===== src/rtl/demux_router_if.sv =====
// Purpose : bundle of the demux_router producer-side and consumer-side handshake signals.
// Latency : n/a (signal container only).
// Backpressure: in_ready back to the single producer, out_ready[i] from each consumer.
//
// Signals:
//   in_data/in_sel/in_valid/in_ready : single producer stream, in_sel picks channel 0..3 (A..D)
//   out_data/out_valid/out_ready     : four consumer streams, channel i at out_data[i*WIDTH +: WIDTH]
//   in_bcast                         : only with DEMUX_BCAST_EN, pushes one word into all channels
interface demux_router_if #(
    parameter int WIDTH = 8
);
    logic [WIDTH-1:0]   in_data;
    logic [1:0]         in_sel;
    logic               in_valid;
    logic               in_ready;
    logic [4*WIDTH-1:0] out_data;
    logic [3:0]         out_valid;
    logic [3:0]         out_ready;
`ifdef DEMUX_BCAST_EN
    logic               in_bcast;

    // master: producer plus consumers (the environment around the router)
    modport master (
        output in_data, in_sel, in_valid, in_bcast, out_ready,
        input  in_ready, out_data, out_valid
    );

    // slave: the router itself
    modport slave (
        input  in_data, in_sel, in_valid, in_bcast, out_ready,
        output in_ready, out_data, out_valid
    );
`else
    modport master (
        output in_data, in_sel, in_valid, out_ready,
        input  in_ready, out_data, out_valid
    );

    modport slave (
        input  in_data, in_sel, in_valid, out_ready,
        output in_ready, out_data, out_valid
    );
`endif
endinterface


===== src/rtl/demux_router.sv =====
// Purpose : 1-to-4 stream demultiplexer, 2-entry FIFO per channel, steered by in_sel.
// Latency : word accepted at edge N is visible on its channel right after edge N, poppable at N+1.
// Backpressure: in_ready = selected channel not FULL (no path from out_ready); stalled channel blocks only itself.
//
// Ports:
//   clk, rst_n : single rising-edge clock, asynchronous active-low reset
//   bus        : demux_router_if.slave (producer stream in, four consumer streams out)
// Optional feature macro: DEMUX_BCAST_EN adds bus.in_bcast; when set, one accepted
// word is written into all four channels and in_ready needs every channel not FULL.
module demux_router #(
    parameter int WIDTH = 8
) (
    input  logic           clk,
    input  logic           rst_n,
    demux_router_if.slave  bus
);

    typedef enum logic [1:0] {
        CNT_EMPTY = 2'd0,
        CNT_ONE   = 2'd1,
        CNT_FULL  = 2'd2
    } cnt_e;

    // Per-channel state: occupancy, two storage slots, head/tail slot pointers,
    // and the last popped word (shown on out_data while the channel is empty).
    cnt_e                    cnt_q  [4];
    cnt_e                    cnt_d  [4];
    logic [1:0][WIDTH-1:0]   mem_q  [4];
    logic [1:0][WIDTH-1:0]   mem_d  [4];
    logic [WIDTH-1:0]        last_q [4];
    logic [WIDTH-1:0]        last_d [4];
    logic [3:0]              head_q;
    logic [3:0]              head_d;
    logic [3:0]              tail_q;
    logic [3:0]              tail_d;

    logic                    rdy_raw;
    logic                    in_ready_w;
    logic                    accept;
    logic [3:0]              push;
    logic [3:0]              pop;
`ifdef DEMUX_BCAST_EN
    logic                    any_full;
`endif

    // ------------------------------------------------------------------
    // Input acceptance and push steering. in_ready looks only at registered
    // occupancy and in_sel, so a pop in the same cycle never frees a slot
    // for the producer; that keeps out_ready off the in_ready path.
    // ------------------------------------------------------------------
    always_comb begin
        rdy_raw = (cnt_q[bus.in_sel] != CNT_FULL);
`ifdef DEMUX_BCAST_EN
        any_full = 1'b0;
        for (int i = 0; i < 4; i++) begin
            any_full = any_full | (cnt_q[i] == CNT_FULL);
        end
        if (bus.in_bcast) begin
            rdy_raw = ~any_full;
        end
`endif
        // Held low through reset so the producer never sees a phantom accept.
        in_ready_w = rst_n & rdy_raw;
        accept     = bus.in_valid & in_ready_w;
        push       = '0;
        for (int i = 0; i < 4; i++) begin
`ifdef DEMUX_BCAST_EN
            push[i] = accept & (bus.in_bcast | (bus.in_sel == 2'(i)));
`else
            push[i] = accept & (bus.in_sel == 2'(i));
`endif
        end
    end

    assign bus.in_ready = in_ready_w;

    // ------------------------------------------------------------------
    // Per-channel FIFO next state.
    // ------------------------------------------------------------------
    always_comb begin
        pop    = '0;
        head_d = head_q;
        tail_d = tail_q;
        for (int i = 0; i < 4; i++) begin
            cnt_d[i]  = cnt_q[i];
            mem_d[i]  = mem_q[i];
            last_d[i] = last_q[i];

            pop[i] = (cnt_q[i] != CNT_EMPTY) & bus.out_ready[i];

            if (push[i]) begin
                mem_d[i][tail_q[i]] = bus.in_data;
                tail_d[i]           = ~tail_q[i];
            end
            if (pop[i]) begin
                last_d[i] = mem_q[i][head_q[i]];
                head_d[i] = ~head_q[i];
            end

            // Push and pop together leave the count unchanged; only one of
            // them moves it. Push into FULL cannot happen (in_ready is 0).
            case ({push[i], pop[i]})
                2'b10:   cnt_d[i] = (cnt_q[i] == CNT_EMPTY) ? CNT_ONE : CNT_FULL;
                2'b01:   cnt_d[i] = (cnt_q[i] == CNT_FULL)  ? CNT_ONE : CNT_EMPTY;
                default: cnt_d[i] = cnt_q[i];
            endcase
        end
    end

    // ------------------------------------------------------------------
    // Outputs: head word when occupied, last popped word when empty.
    // ------------------------------------------------------------------
    always_comb begin
        bus.out_valid = '0;
        bus.out_data  = '0;
        for (int i = 0; i < 4; i++) begin
            bus.out_valid[i] = (cnt_q[i] != CNT_EMPTY);
            bus.out_data[i*WIDTH +: WIDTH] = (cnt_q[i] != CNT_EMPTY) ? mem_q[i][head_q[i]]
                                                                      : last_q[i];
        end
    end

    // ------------------------------------------------------------------
    // State registers. Reset discards every buffered word at once.
    // ------------------------------------------------------------------
    always_ff @(posedge clk or negedge rst_n) begin
        if (!rst_n) begin
            head_q <= '0;
            tail_q <= '0;
            for (int i = 0; i < 4; i++) begin
                cnt_q[i]  <= CNT_EMPTY;
                mem_q[i]  <= '0;
                last_q[i] <= '0;
            end
        end else begin
            head_q <= head_d;
            tail_q <= tail_d;
            for (int i = 0; i < 4; i++) begin
                cnt_q[i]  <= cnt_d[i];
                mem_q[i]  <= mem_d[i];
                last_q[i] <= last_d[i];
            end
        end
    end

endmodule


===== src/flat_wrapper.sv =====
// flat-port wrapper written by rule: the top's interface ports become plain ports
module demux_router_flat 
#(
    parameter int WIDTH = 8
)
  (clk, rst_n, bus_in_data, bus_in_sel, bus_in_valid, bus_out_ready, bus_in_ready, bus_out_data, bus_out_valid);
  demux_router_if #(.WIDTH(WIDTH)) bus_i ();
  input  logic clk;
  input  logic rst_n;
  input wire logic [$bits(bus_i.in_data)-1:0] bus_in_data;
  input wire logic [$bits(bus_i.in_sel)-1:0] bus_in_sel;
  input wire logic [$bits(bus_i.in_valid)-1:0] bus_in_valid;
  input wire logic [$bits(bus_i.out_ready)-1:0] bus_out_ready;
  output wire logic [$bits(bus_i.in_ready)-1:0] bus_in_ready;
  output wire logic [$bits(bus_i.out_data)-1:0] bus_out_data;
  output wire logic [$bits(bus_i.out_valid)-1:0] bus_out_valid;
  assign bus_i.in_data = bus_in_data;
  assign bus_i.in_sel = bus_in_sel;
  assign bus_i.in_valid = bus_in_valid;
  assign bus_i.out_ready = bus_out_ready;
  assign bus_in_ready = bus_i.in_ready;
  assign bus_out_data = bus_i.out_data;
  assign bus_out_valid = bus_i.out_valid;
  demux_router #(.WIDTH(WIDTH)) u_core (.clk(clk), .rst_n(rst_n), .bus(bus_i));
endmodule

===== config.mk =====
export PLATFORM = sky130hd
export DESIGN_NAME = demux_router_flat
export DESIGN_NICKNAME = d
export VERILOG_FILES = /design/src/rtl/demux_router_if.sv /design/src/rtl/demux_router.sv /design/src/flat_wrapper.sv
export SDC_FILE = /design/constraint.sdc
export NUM_CORES = 1
export LEC_CHECK = 0
export ABC_CLOCK_PERIOD_IN_PS = 1600
export CORE_MARGIN = 2
export CORE_UTILIZATION = 25
export CTS_CLUSTER_DIAMETER = 120
export DETAILED_ROUTE_END_ITERATION = 12
export SLEW_MARGIN = 15
export SYNTH_ARGS = -nofsm -noshare
export SYNTH_HDL_FRONTEND = slang
export SYNTH_SLANG_ARGS = --single-unit
export TNS_END_PERCENT = 50

===== constraint.sdc =====
create_clock -name clk -period 1.6 [get_ports clk]
set_input_delay 0.24 -clock clk [delete_from_list [all_inputs] [get_ports clk]]
set_output_delay 0.24 -clock clk [all_outputs]
set_load 0.01 [all_outputs]

**Word-level counts from Yosys, hierarchy flattened**

Index checks and enable logic that the tools add are counted.

- Logic and storage cells: 128
- Bits in registers: 112
- Bits of input ports: 17
- Output and inout port bits: 37

- Multiplexer cells: 39
- Equality and inequality tests: 16
- Order comparisons: 13
- Bitwise logic cells: 19
- Reduce and logical (&&, ||, !) cells: 17

Operator list:

| kind | number |
|---|---|
| 8-bit two-way mux | 16 |
| 16-bit bitwise mux | 4 |
| 8-bit demux with 1-bit select | 4 |
| 2-bit equality test, second input constant | 10 |
| 1-bit by 2-bit less-than comparator with 1-bit output, second input constant | 8 |
| 2-bit case mux with 2 select lines | 4 |
| 2-bit nonzero test | 8 |
| 2-bit two-way mux | 6 |
| 1-bit AND | 10 |
| 2-bit by 1-bit equality test with 1-bit output, second input constant | 5 |
| 2-bit logical NOT | 5 |
| 1-bit inverter | 8 |
| 2-bit binary-select mux with 2-bit select | 1 |
| 1-bit >= comparator, second input constant | 4 |
| 1-bit logical AND | 4 |
| 1-bit two-way mux | 4 |
| 3-bit >= comparator, second input constant | 1 |
| 2-bit inverter with 3-bit output | 1 |
| 2-bit != test, second input constant | 1 |

**Depth between registers and ports, before layout**

- Word-level depth: 10
- Mapped depth: 5
- Gate-level depth less buffers: 3

**Worst setup path before layout**

OpenSTA, ideal clock, no wires.

- Path kind: register to output
- From: register u_core.cnt_q[6] (netlist name)
- To: output bus_out_data[6]
- Data arrival time: 1.346 ns
- Buffers on the path: 2
- Data required time: 1.360 ns
- Path slack: 0.014 ns
- Stages on the path, launching flop included: 6
- Cells stage by stage: dfrtp_1 > or2_2 > clkbuf_1 > buf_1 > nor2_1 > a21oi_1

- Cells in the longest elaborated chain, start to end: 2

Ends and longest elaborated chain:

| what | RTL line | RTL |
|---|---|---|
| start: declaration | demux_router.sv:26 | `cnt_e cnt_q [4];` |
| start signal: indexed assignment | demux_router.sv:139 | `cnt_q[i] <= cnt_d[i];` |
| 2-bit nonzero test | n/a |  |
| via bus_out_valid[0] | flat_wrapper.sv:16 | `output wire logic [$bits(bus_i.out_valid)-1:0] bus_out_valid;` |
| 8-bit two-way mux | demux_router.sv:118 | `bus.out_data[i*WIDTH +: WIDTH] = (cnt_q[i] != CNT_EMPTY) ? mem_q[i][head_q[i]]` |
| end: declaration | flat_wrapper.sv:15 | `output wire logic [$bits(bus_i.out_data)-1:0] bus_out_data;` |

The timed path passes the listed nets, and every way through them passes these cells.

**Worst setup path in the final report**

- From: register u_core.cnt_q[1] (netlist name)
- To: output bus_in_ready

- Cells in the longest elaborated chain, start to end: 5

Ends and longest elaborated chain:

| what | RTL line | RTL |
|---|---|---|
| 2-bit binary-select mux with 2-bit select | demux_router.sv:52 | `rdy_raw = (cnt_q[bus.in_sel] != CNT_FULL);` |
| 2-bit two-way mux (not written as such) (2 in a row) | demux_router.sv:52 |  |
| 2-bit != test | demux_router.sv:52 |  |
| 1-bit AND | demux_router.sv:63 | `in_ready_w = rst_n & rdy_raw;` |
| end: declaration | flat_wrapper.sv:14 | `output wire logic [$bits(bus_i.in_ready)-1:0] bus_in_ready;` |

Every way passes these cells. The select of a mux whose other input is x is not followed.

==> impl_summary.txt <==
----------------------------------------------------
[Status]
  Status ... finished with violations
  Violated checks ... setup timing

[Global routing]
  Number of antenna violations at the first check in global routing ... 0
  Global-route wire length before repair ... 20300 um
  GR Util All Layers ... 12.2%
  GR Overflow Total ... 0
  Pin count of the biggest net entering global routing ... 45
  Number of global-route vias before repair ... 3753

[Flow run]
  Count of max-cap constraint violations ... 0

[Clock tree]
  Maximum level of the CTS H-tree ... 3
  Clock Tree Buf Depth ... 2
  Number of clock sinks ... 112
  Worst-skew pair later-pin latency ... 0.35 ns
  Clock Pin Slew Worst Setup and Hold Paths ... 0.07 ns
  Clock tree from TritonCTS ... built
  Number of buffers created by CTS ... 9
  Cell chosen for the clock root ... clkbuf_16

[Synthesis]
  Combinational family with the most area after synthesis ... multiplexers
  Share of the synthesized area in compound gates (AO/OA/AOI/OAI) ... 9.04%
  Number of flops mapped to enable cells by yosys ... 0
  Number of unique standard cell types used by synthesis ... 30
  Avg Inst Size Synth ... 11.7 um^2
  Xor/xnor cell area share of the yosys netlist ... 0.699%
  Post-synthesis adder-cell area fraction ... 0%
  Flip-flop cell with the highest count after synthesis ... dfrtp_1
  Part of the Yosys area used for sequential elements ... 55.9%
  Synthesized Nets ... 444
  Synthesized cell area ... 5010 um^2
  Proportion of synthesized area in mux cells ... 21.6%
  Count of mapped cells out of synthesis ... 427
  Ys Warns ... 0
  FF+latch count, synth ... 112
  Simple-gate share of the synthesized area ... 11.3%
  Share of synthesized registers carrying an async set or reset ... 100%

[Routing]
  Vias per Instance ... 4.50
  Vias ... 3698
  Number of nets with antenna violations after detailed routing ... 0
  Iteration count of the initial detailed-routing pass ... 7
  Post-detailed-route wirelength per cell ... 15.7 um
  Number of DRC markers in iteration 0 ... 170
  Wire length reported by the detailed router ... 12900 um
  Final routed DRC violation total ... 0

[Critical path]
  Logic depth of the worst register-to-register path ... 5
  Endpoint of the lowest-slack register-to-register path ... u_core.mem_q[2]
  Critical Path Source Type ... flop
  Crit. path cell count ... 4
  Arrival time worst endpoint ... 1.58 ns
  Crit-path max FO ... 3
  Launch point of the critical path ... u_core.cnt_q[1]
  Largest delay share family, worst path ... flip-flops
  Kind of end point of the critical path ... output port
  Cell type of the slowest stage on the worst timing path ... dfrtp_1
  Startpoint-to-endpoint class of the critical path ... flop to output port
  Worst reg-to-reg setup slack ... -0.04 ns
  Endpoint of the worst setup timing path ... bus_in_ready
  Req. time, crit path ... 1.36 ns
  Worst path cell trace ... and2b_2 > mux2_4 > a21oi_2 > buf_2
  Maximum single-stage delay on the critical path ... 0.43 ns
  Critical path buffer and inverter count ... 1
  Worst r2r src ... u_core.cnt_q[1]

[STA]
  Setup slack of the critical path after layout ... -0.218 ns
  Period minus WS final ... 1.82 ns
  Worst relative slew slack ... 63.3%
  Layout Skew ... 0.00947 ns
  Achievable frequency ... 550 MHz
  Share of the clock period used by the worst path after layout ... 114%
  Max-slew violations ... 0
  Worst-margin pin slew ... 0.551 ns
  Hold slack ... 0.0430 ns
  Final-report setup violation count ... 51
  Final Hold Violating Endpoints ... 0
  Unrepaired setup endpoints after global routing ... yes

[Die]
  Die H ... 146 um
  Standard cell core area ... 19600 um^2
  Number of ports placed on the die boundary ... 54
  Die area ... 21200 um^2
  Width of the die ... 146 um
  Row cnt ... 51
  Initial Util ... 25.6%

[Power and ir drop]
  Clock network fraction of design power ... 22.1%
  Cell area power density ... 1580 nW/um^2
  Switching fraction of total power ... 32.7%
  Peak ir drop on the vdd network ... 0.000599 V
  Sequential share of power ... 40.6%
  Net Switching ... 3.74 mW
  Combinational group share of total power ... 37.3%
  Internal power contribution ... 7.70 mW
  Static Leak ... 3.15 nW

[Finish]
  Number of antenna repair diodes ... 0
  Net total in the final layout ... 568
  Ratio of cells with drive above 1 in the final layout ... 49.8%
  Non-Filler Instances ... 821
  Util after Layout ... 36.9%
  Signed area change from the synthesized netlist to the final layout ... 44.3%
  Final design area excluding fillers ... 7230 um^2

[Placed design]
  Placement Cell Area ... 6210 um^2
  Placer congestion estimate ... 0.732
  Buffers on Ports ... 53
  Placed cells ... 769
  Post-placement worst setup slack ... -0.453 ns
  Placed wire-length estimate after detailed placement ... 8410 um

[Hold path]
  Hold Crit Class ... input pin to async pin

----------------------------------------------------
## sequential cells by signal (all words and copies together), names as in the netlist
signal,cells
u_core.cnt_q,8
u_core.head_q,4
u_core.last_q,32
u_core.mem_q,64
u_core.tail_q,4
## synth_stat cells, drive strengths merged, types with 2 or more instances
cell type / instances / share of area [%]
o211ai: 4 / 0.60
nor2: 33 / 2.5
nor3: 4 / 1.3
nand2: 40 / 3.0
or2: 4 / 0.50
nand4bb: 2 / 0.45
o21ai: 40 / 4.0
buf: 2 / 0.17
clkbuf: 16 / 1.2
a21oi: 39 / 3.9
mux2i: 35 / 7.0
nand3b: 3 / 0.45
and4b: 2 / 0.40
nor2b: 6 / 0.75
xnor2: 4 / 0.70
mux2: 65 / 15
nand2b: 6 / 0.75
nand4b: 2 / 0.35
dfrtp: 112 / 56
## what timing repair did
item                                    4_1_cts  5_1_grt
hold buffers                                  1        0
buffers inserted                             17       15
pin swaps                                     6        6
gates resized for setup                     215       71
hold endpoints to repair                     12        0
cloned                                        2        1
endpoints found under the setup margin       64       90
## kinds of logic after synthesis
| family | Yosys count |
|---|---|
| and+or+nand+nor | 107 |
| xor gates and xnor gates | 4 |
| DFF | 112 |
| muxes | 100 |
| buffers and inverters | 18 |
| AOI/OAI and AO/OA | 86 |
## power groups by stage
| stage | Combinational [mW] | Sequential, mW | Clock (mW) |
|---|---|---|---|
| floorplan | 2.12 | 4.27 | 0 |
| global route | 4.64 | 4.77 | 2.69 |
| global placement | 3.51 | 4.37 | 0 |
| detailed placement | 3.62 | 4.44 | 0 |
| CTS | 3.83 | 4.53 | 2.57 |
| finish | 4.26 | 4.65 | 2.53 |
## cell usage in the layout (no fill, tap or decap), types with 9 or more instances in the layout
cell and n:
buf_2 33, buf_12 9, dfrtp_1 111, nand2_1 40
a21oi_2 27, clkbuf_16 9, o21ai_0 36, mux2i_4 10
mux2_2 64, mux2i_1 21, clkdlybuf4s50_1 14, buf_6 26
nor2_4 21, buf_4 42, a21oi_1 12
## area by class of cell
type                    instances  area, um^2
clock inverters                 4        73.8
flip-flops and latches        112        2800
fillers                      1881       12400
repair buffers                128        1140
clock buffers                  12         267
multi-input cells             300        2610
well taps                     265         332
## metrics by stage
step	setup TNS, ns	power (mW)
CTS	-4.54	10.9
global route	-8.43	12.1
finish	-4.16	11.4
detailed placement	-29.49	8.06
floorplan	0	6.39
global placement	-25.85	7.88
## how the worst min path moves through the flow
stage / startpoint / end / slack, ns / cells after the start
after floorplan: rst_n / u_core.cnt_q[0] / -0.06 / 0
after global placement: rst_n / u_core.tail_q[3] / 0.31 / 2
after detailed placement: rst_n / u_core.tail_q[3] / 0.34 / 2
after CTS: rst_n / u_core.mem_q[46] / 0.04 / 2
after global routing: rst_n / u_core.last_q[23] / 0.08 / 2
final: rst_n / u_core.tail_q[1] / 0.04 / 2
## layer usage
layer / global-route usage (%) / routed length [um] / part of all wire, % / vias to the layer above
li1: - / - / - / 1764
met1: 15.7 / 5970 / 46 / 1871
met2: 20.8 / 6440 / 50 / 52
met3: 1.88 / 283 / 2.2 / 11
met4: 4.56 / 178 / 1.4 / 0
met5: 0 / 0 / 0 / -
No activity file was read; power rests on OpenSTA's default activity.
